$ cat src/rtl/rst_seq_ctrl.sv
// Reset sequencer: waits for stable DCM lock, stretches reset, then releases
// NUM_CH reset channels in ascending order; restarts on lock loss, button or software request.
module rst_seq_ctrl #(
    parameter int NUM_CH          = 4,
    parameter int STRETCH_CYCLES  = 16,
    parameter int STAGE_GAP       = 8,
    parameter int DEBOUNCE_CYCLES = 1024
) (
    input  logic              CLK,
    input  logic              RST_SYNC,
    input  logic              LOCKED_IN,
    input  logic              BTN_RST_IN,
    input  logic              SW_RST_IN,
    output logic [NUM_CH-1:0] RST_OUT,
    output logic              RST_DONE_OUT,
    output logic [1:0]        RST_CAUSE_OUT,
    output logic [7:0]        LOCK_LOSS_CNT_OUT
);

    typedef enum logic [1:0] {
        ST_HOLD    = 2'd0,
        ST_STRETCH = 2'd1,
        ST_RELEASE = 2'd2,
        ST_RUN     = 2'd3
    } state_t;

    localparam logic [1:0]  CAUSE_LOCK    = 2'd1;
    localparam logic [1:0]  CAUSE_BTN     = 2'd2;
    localparam logic [1:0]  CAUSE_SW      = 2'd3;
    localparam logic [15:0] STRETCH_LAST  = 16'(STRETCH_CYCLES - 1);
    localparam logic [15:0] GAP_LAST      = 16'(STAGE_GAP - 1);
    localparam logic [19:0] DB_LAST       = 20'(DEBOUNCE_CYCLES - 1);
    localparam logic [3:0]  LAST_CH       = 4'(NUM_CH - 1);

    logic              lock_meta_r, lock_s_r, lock_prev_r;
    logic              btn_meta_r, btn_s_r, btn_db_r;
    logic [19:0]       db_cnt_r;
    logic [7:0]        loss_cnt_r;
    state_t            state_r;
    logic [15:0]       cnt_r;
    logic [3:0]        ch_r;
    logic [NUM_CH-1:0] rst_out_r;
    logic              done_r;
    logic [1:0]        cause_r;
    logic              abort_s;
    logic [1:0]        cause_nxt_s;

    // Two-flop synchronisers for the asynchronous lock and button inputs.
    always_ff @(posedge CLK) begin
        if (RST_SYNC) begin
            lock_meta_r <= 1'b0;
            lock_s_r    <= 1'b0;
            btn_meta_r  <= 1'b0;
            btn_s_r     <= 1'b0;
        end else begin
            lock_meta_r <= LOCKED_IN;
            lock_s_r    <= lock_meta_r;
            btn_meta_r  <= BTN_RST_IN;
            btn_s_r     <= btn_meta_r;
        end
    end

    // Button debouncer: a sample equal to the debounced state restarts the count.
    always_ff @(posedge CLK) begin
        if (RST_SYNC) begin
            btn_db_r <= 1'b0;
            db_cnt_r <= 20'd0;
        end else if (btn_s_r == btn_db_r) begin
            db_cnt_r <= 20'd0;
        end else if (db_cnt_r == DB_LAST) begin
            btn_db_r <= btn_s_r;
            db_cnt_r <= 20'd0;
        end else begin
            db_cnt_r <= db_cnt_r + 20'd1;
        end
    end

    // Saturating counter of synchronised lock falling edges.
    always_ff @(posedge CLK) begin
        if (RST_SYNC) begin
            lock_prev_r <= 1'b0;
            loss_cnt_r  <= 8'd0;
        end else begin
            lock_prev_r <= lock_s_r;
            if (lock_prev_r && !lock_s_r && (loss_cnt_r != 8'hFF)) begin
                loss_cnt_r <= loss_cnt_r + 8'd1;
            end
        end
    end

    // Abort detection with lock loss taking priority over button, then software.
    always_comb begin
        abort_s     = (!lock_s_r) || btn_db_r || SW_RST_IN;
        cause_nxt_s = CAUSE_SW;
        if (!lock_s_r) begin
            cause_nxt_s = CAUSE_LOCK;
        end else if (btn_db_r) begin
            cause_nxt_s = CAUSE_BTN;
        end else begin
            cause_nxt_s = CAUSE_SW;
        end
    end

    // Sequencing FSM with registered reset, done and cause outputs.
    always_ff @(posedge CLK) begin
        if (RST_SYNC) begin
            state_r   <= ST_HOLD;
            cnt_r     <= 16'd0;
            ch_r      <= 4'd0;
            rst_out_r <= {NUM_CH{1'b1}};
            done_r    <= 1'b0;
            cause_r   <= 2'd0;
        end else if ((state_r != ST_HOLD) && abort_s) begin
            state_r   <= ST_HOLD;
            cnt_r     <= 16'd0;
            ch_r      <= 4'd0;
            rst_out_r <= {NUM_CH{1'b1}};
            done_r    <= 1'b0;
            cause_r   <= cause_nxt_s;
        end else begin
            case (state_r)
                ST_HOLD: begin
                    rst_out_r <= {NUM_CH{1'b1}};
                    done_r    <= 1'b0;
                    cnt_r     <= 16'd0;
                    if (lock_s_r && !btn_db_r) begin
                        state_r <= ST_STRETCH;
                    end
                end
                ST_STRETCH: begin
                    if (cnt_r == STRETCH_LAST) begin
                        cnt_r        <= 16'd0;
                        ch_r         <= 4'd1;
                        rst_out_r[0] <= 1'b0;
                        if (NUM_CH == 1) begin
                            state_r <= ST_RUN;
                            done_r  <= 1'b1;
                        end else begin
                            state_r <= ST_RELEASE;
                        end
                    end else begin
                        cnt_r <= cnt_r + 16'd1;
                    end
                end
                ST_RELEASE: begin
                    if (cnt_r == GAP_LAST) begin
                        cnt_r <= 16'd0;
                        ch_r  <= ch_r + 4'd1;
                        for (int i = 0; i < NUM_CH; i++) begin
                            if (4'(i) == ch_r) begin
                                rst_out_r[i] <= 1'b0;
                            end
                        end
                        if (ch_r == LAST_CH) begin
                            state_r <= ST_RUN;
                            done_r  <= 1'b1;
                        end
                    end else begin
                        cnt_r <= cnt_r + 16'd1;
                    end
                end
                ST_RUN: begin
                    rst_out_r <= {NUM_CH{1'b0}};
                    done_r    <= 1'b1;
                end
                default: begin
                    state_r   <= ST_HOLD;
                    rst_out_r <= {NUM_CH{1'b1}};
                    done_r    <= 1'b0;
                end
            endcase
        end
    end

    assign RST_OUT           = rst_out_r;
    assign RST_DONE_OUT      = done_r;
    assign RST_CAUSE_OUT     = cause_r;
    assign LOCK_LOSS_CNT_OUT = loss_cnt_r;

endmodule

$ cat config.mk
export PLATFORM = sky130hd
export DESIGN_NAME = rst_seq_ctrl
export DESIGN_NICKNAME = d
export VERILOG_FILES = /design/src/rtl/rst_seq_ctrl.sv
export SDC_FILE = /design/constraint.sdc
export NUM_CORES = 1
export LEC_CHECK = 0
export BUFFER_PORTS_ARGS = -buffer_cell sky130_fd_sc_hd__buf_2
export CORE_UTILIZATION = 55
export CTS_BUF_LIST = sky130_fd_sc_hd__clkbuf_16
export DETAILED_ROUTE_END_ITERATION = 10
export GPL_ROUTABILITY_DRIVEN = 1
export GPL_TIMING_DRIVEN = 0
export PLACE_DENSITY = 0.72
export SLEW_MARGIN = 20
export SYNTH_ARGS = -nofsm -noshare
export SYNTH_HDL_FRONTEND = slang
export SYNTH_SLANG_ARGS = --single-unit
$ cat constraint.sdc
create_clock -name CLK -period 2.05 [get_ports CLK]
set_clock_uncertainty 0.1 [all_clocks]
set_input_delay 0.1025 -clock CLK [delete_from_list [all_inputs] [get_ports CLK]]
set_output_delay 0.1025 -clock CLK [all_outputs]
set_load 0.05 [all_outputs]
==> results of run 1 <==
-- cell usage after synthesis (3+ instances only) --
master and count:
dfxtp_1 63, nor2_1 52, nand2_1 24, nand3_1 21, xnor2_1 21, xor2_1 17, ha_1 14, inv_1 14
nor3_1 11, a21oi_1 9, nand4_1 9, nor2b_1 9, and3_1 6, buf_2 5, nor4_1 5, o21ai_0 4
a31oi_1 3, and4_1 3, buf_4 3, clkbuf_1 3, mux2i_1 3, nand2b_1 3, nor3b_1 3, nor4b_1 3
-- where the power goes --
group	leakage, uW	internal [uW]	switching, uW	total, uW
sequential	0.000510	1290	44.4	1330
clock	0.000157	1040	499	1540
combinational	0.000729	235	472	707
-- kinds of logic after synthesis --
| family | count (synthesis) |
|---|---|
| compound gates | 38 |
| xor+xnor | 38 |
| fa+ha+maj | 14 |
| buf+inv | 26 |
| flops | 63 |
| mux | 3 |
| simple gates | 165 |
-- final timing paths --
kind	startpoint	to	slack, ns
worst min register to register	lock_meta_r	lock_s_r	0.35
worst max register to register	cnt_r[1]	state_r[1]	0.01
worst min-delay path	RST_SYNC	btn_s_r	0.06
worst max-delay path	cnt_r[1]	state_r[1]	0.01
-- cell type report --
type / count / area [sq um]
multi-input combinational: 258 / 1763
fill: 421 / 1593
sequential: 63 / 1262
clock buffer: 9 / 225.2
timing repair buffer: 23 / 132.6
tap: 70 / 87.58
clock inverter: 7 / 80.08
buffer: 12 / 73.82
inverter: 14 / 52.55
-- flip-flops by register name (all words and copies together), names as in the netlist --
| signal | cells |
|---|---|
| state_r | 2 |
| RST_CAUSE_OUT | 2 |
| btn_db_r | 1 |
| btn_meta_r | 1 |
| btn_s_r | 1 |
| lock_meta_r | 1 |
| ch_r | 4 |
| RST_OUT | 4 |
| db_cnt_r | 20 |
| lock_s_r | 1 |
| lock_prev_r | 1 |
| LOCK_LOSS_CNT_OUT | 8 |
| cnt_r | 16 |
| RST_DONE_OUT | 1 |
-- worst max-delay path, cell delays in order, from the launching register on --
cell	delay, ns
dfxtp_1	0.38
ha_1	0.25
nor2b_1	0.20
nand4_2	0.24
o31a_4	0.40
a21oi_4	0.16
mux2i_1	0.22
-- per-stage QoR --
stage	setup WS, ns	power (uW)	std cells
4_1_cts	0.03255	3585	454
6_report	0.01295	3582	456
2_1_floorplan	0.2266	1885	347
3_3_place_gp	-0.04591	2017	435
5_1_grt	-0.04454	3748	456
3_5_place_dp	-0.02802	2031	435
-- repair_timing --
| item | 4_1_cts | 5_1_grt |
|---|---|---|
| hold buffers | 2 | 0 |
| resized for setup | 3 | 13 |
| pin swaps | 0 | 1 |
| endpoints found under the setup margin | 12 | 46 |
| endpoints found under the hold margin | 2 | 0 |
| setup buffers | 1 | 2 |
-- cells in the final DEF, fill, tap and decap left out, types with 4 or more instances in the layout --
cell       count
nand4_1        9
clkbuf_16      9
nand3_1       21
nor2_1        52
ha_1          13
o21ai_0        4
and3_1         6
a21oi_1        9
nor3_1        10
nand2_1       23
inv_1         15
dfxtp_1       62
xor2_1        17
nor2b_1        9
buf_2         22
xnor2_1       21
buf_4          6
-- metal layers --
layer | part of all wire | routed length [microns] | vias to the layer above
li1 | - | - | 1267
met1 | 0.46 | 2749 | 1160
met2 | 0.48 | 2862 | 34
met3 | 0.039 | 230 | 11
met4 | 0.015 | 88 | 0
met5 | 0 | 0 | -
==> impl_metrics.toml, run 1 <==
[outcome]
status = "finished, final reports clean"

[critical_path]
cp.arrival_ns = 2.18
critPathLaunchType = "register"
critPathKind = "register to register"
cp-end-kind = "register"
crit_required_ns = 2.19
cp_max_fo = 8
rr_worst_depth = 6

[clocking]
clk_pin_slew_worst_paths_ns = 0.05
cts.sinks = 63
numCtsBuffers = 9
htreeDepth = 3
cts_buffer_depth = 2
cts_tree = "built"
cts-root-buf = "clkbuf_16"
clk_latency_ns = 0.32

[final_layout]
fin_area_sq_um = 3677
diodes = 0
layout.nets = 400
final_util = 0.6978
syn2layout_area_growth_pct = 19.18
drive_above_1_share = 0.1710

[sta]
hold_viol = 0
final-max-slew-violation-count = 0
whs_ns = 0.06294
setup_tns_ns = 0
fmax_ghz = 0.4909
final.period_utilization = 0.9937
max_slew_margin = 0.6179
setup_viol = 0
tightest_slew_ns = 0.5671
fin_crit_ns = 2.037

[grt]
grt_use_total = 0.2211
top_usage_layer = "met2"
use_met3 = 0.07738
overflow = 0
grt_pass1_vias = 2316
grt_max_degree = 11
use_met1 = 0.2578
grt_pass1_wl_mm = 10.38
antenna_found_initial = 0
use_met2 = 0.3714

[detailed_routing]
vias = 2472
routed_wl_mm = 5.931
wl_per_cell_microns = 13.01
dr.pass1.iters = 4
ant_nets = 0
drtIter0Drc = 68
vias_per_cell = 5.421
drc = 0

[logic_synthesis]
synth_ff_type = "dfxtp_1"
syn_avg_cell_area_sq_um = 8.892
yosys.area_share.simple = 0.2859
muxShareOfSynthArea = 0.009732
synth_xor_area_frac = 0.1079
ys_types = 51
synthTopCellsByArea = "dfxtp_1, nor2_1, xnor2_1"
ys_ff_latch = 63
synth-edff-count = 0
synth_cells = 347
syn-num-nets = 366
yosys.area.top_type_share = 0.4088
ys_seq_area_frac = 0.4088
netlist_area_sq_um = 3085
synth_warnings = 0
yosysTopAreaCell = "dfxtp_1"
synth-adder-area-share = 0.05677
synth_compound_area_frac = 0.09124
synth_top_family_by_area = "simple AND/OR/NAND/NOR gates"
async_reset_ff_frac = 0

[power]
p_per_area_nw_per_um2 = 974.0
ir_drop_mv = 0.8225
p_leak_uw = 0.001396

[die]
fp.dieW_microns = 76.90
core-area_sq_um = 5270
initial_core_util = 0.5855
die_area_sq_um = 5914
fp.dieH_microns = 76.90
rows = 26
ioPinCount = 20

[run]
cap_violations = 0

[place]
numPortBuffers = 18
dp_hpwl_mm = 4.080
place.gp.congestion = 0.8282
placed_cell_area_sq_um = 3263

[min_path]
worstHoldPathType = "input pin to register"
hold_depth = 2
No activity file was read; power rests on OpenSTA's default activity.
==> run 2: changes to the inputs <==
--- a/config.mk
+++ b/config.mk
@@ -7,7 +7,6 @@
 export LEC_CHECK = 0
 export BUFFER_PORTS_ARGS = -buffer_cell sky130_fd_sc_hd__buf_2
 export CORE_UTILIZATION = 55
-export CTS_BUF_LIST = sky130_fd_sc_hd__clkbuf_16
 export DETAILED_ROUTE_END_ITERATION = 10
 export GPL_ROUTABILITY_DRIVEN = 1
 export GPL_TIMING_DRIVEN = 0
==> run 2 against run 1 <==
Compared with the run above: clock-buffer cell count increased by 4; total power decreased by 9.5%; sequential cell count unchanged.
==> impl_metrics.toml, run 2 (synthesis results as in run 1) <==
[detailed_routing]
routed_wl_mm = 5.922
vias = 2463
dr.pass1.iters = 4
drtIter0Drc = 80
vias_per_cell = 5.389
wl_per_cell_microns = 12.96
ant_nets = 0
drc = 0

[grt]
grt_pass1_vias = 2363
antenna_found_initial = 0
grt_pass1_wl_mm = 10.47
grt_use_total = 0.2237
overflow = 0
grt_max_degree = 11

[die]
die_area_sq_um = 5914
fp.dieW_microns = 76.90
core-area_sq_um = 5270
initial_core_util = 0.5855
ioPinCount = 20
fp.dieH_microns = 76.90
rows = 26

[critical_path]
timing.rr.start = "cnt_r[1]"
crit_required_ns = 2.21
r2r_end = "state_r[1]"
critPathLaunchType = "register"
cp.arrival_ns = 2.15
cp_max_fo = 8
r2r_setup_slack_ns = 0.06
critPathKind = "register to register"
rr_worst_depth = 6
cp-end-kind = "register"

[clocking]
cts-root-buf = "clkbuf_8"
clk_latency_ns = 0.34
numCtsBuffers = 9
clk_pin_slew_worst_paths_ns = 0.07
cts_buffer_depth = 2
cts_tree = "built"
cts.sinks = 63
htreeDepth = 3

[final_layout]
fill_cells = 436
drive_above_1_share = 0.1835
final_util = 0.6816
layout_commonest_cell = "dfxtp_1"
diodes = 0
largest_reg_flops = 20
syn2layout_area_growth_pct = 16.42
fin_area_sq_um = 3592
final_cells = 457
layout.nets = 401
final_cell_mix = "dfxtp_1, nor2_1, buf_2, nand2_1"
regMostFlops = "db_cnt_r"

[place]
numPortBuffers = 18
place_ws_ns = -0.02802
dp_cells = 435
place.gp.congestion = 0.8282
dp_hpwl_mm = 4.080
placed_cell_area_sq_um = 3263

[sta]
max_slew_margin = 0.6335
fin_ws_ns = 0.06500
setup_viol = 0
hold_viol = 0
fin_crit_ns = 1.985
final-max-slew-violation-count = 0
final.period_utilization = 0.9683
setup_tns_ns = 0
fmax_ghz = 0.5038
tightest_slew_ns = 0.5486

[power]
p_leak_uw = 0.001341
ir_drop_mv = 0.8396
p_per_area_nw_per_um2 = 902.3

[min_path]
min_to = "btn_s_r"
hold_depth = 2
worstHoldStart = "RST_SYNC"
worstHoldPathType = "input pin to register"

[outcome]
status = "finished, final reports clean"

[run]
cap_violations = 0
==> run 2: cell count changes in the layout (fill, tap and decap cells not counted), sizes merged <==
cell and delta:
clkbuf +3, buf +2, inv -2, clkinv -2
==> run 2: worst max-delay path by stage <==
stage                                     from              endpoint  slack, ns  cells after the start
after floorplan           LOCK_LOSS_CNT_OUT[0]  LOCK_LOSS_CNT_OUT[7]       0.23                      6
after global placement                cnt_r[0]              cnt_r[4]      -0.05                      8
after detailed placement            state_r[0]              cnt_r[6]      -0.03                      8
after CTS                          db_cnt_r[0]          db_cnt_r[13]       0.02                      7
after global routing                  cnt_r[1]               ch_r[2]      -0.02                      7
final                                 cnt_r[1]            state_r[1]       0.06                      6
==> run 2: what timing repair did <==
item,4_1_cts,5_1_grt
gates cloned,0,0
pin swaps,0,1
setup endpoints to repair,11,47
setup buffers,1,3
hold buffers,2,0
endpoints found under the hold margin,2,0
resized for setup,1,15
==> run 2: stage by stage <==
step	hold WS, ns	power (uW)
after global routing	0.05955	3420
after detailed placement	0.2337	2031
after floorplan	0.1307	1885
after global placement	0.2265	2017
after CTS	0.04089	3250
final	0.04280	3241
==> run 2: critical path: stages, from the launching register on <==
cell,delay [ns]
dfxtp_1,0.38
ha_1,0.23
nor2b_1,0.19
nand4_2,0.23
o31a_4,0.39
a21oi_4,0.17
mux2i_1,0.22
==> run 2: area by class of cell <==
type                    instances  area [sq um]  area share
clock inverters                 3         65.06     0.01811
inverters                      14         52.55     0.01463
multi-input cells             258          1752      0.4876
repair buffers                 24         140.1     0.03901
plain buffers                  12         71.32     0.01985
well taps                      70         87.58     0.02438
clock buffers                  13         158.9     0.04424
flip-flops and latches         63          1265      0.3521
==> run 2: power breakdown <==
group | leakage, uW | total [uW] | switching (uW) | internal, uW
clock | 0.000114 | 1200 | 451 | 750
sequential | 0.000511 | 1330 | 44.9 | 1290
combinational | 0.000717 | 706 | 476 | 230
total | 0.00134 | 3240 | 972 | 2270
==> run 2: metal layers <==
layer  wire (microns)  global-route usage
met1             2741              0.2618
met2             2911              0.3598
met3              209             0.09048
met4               59             0.09423
met5                0                   0
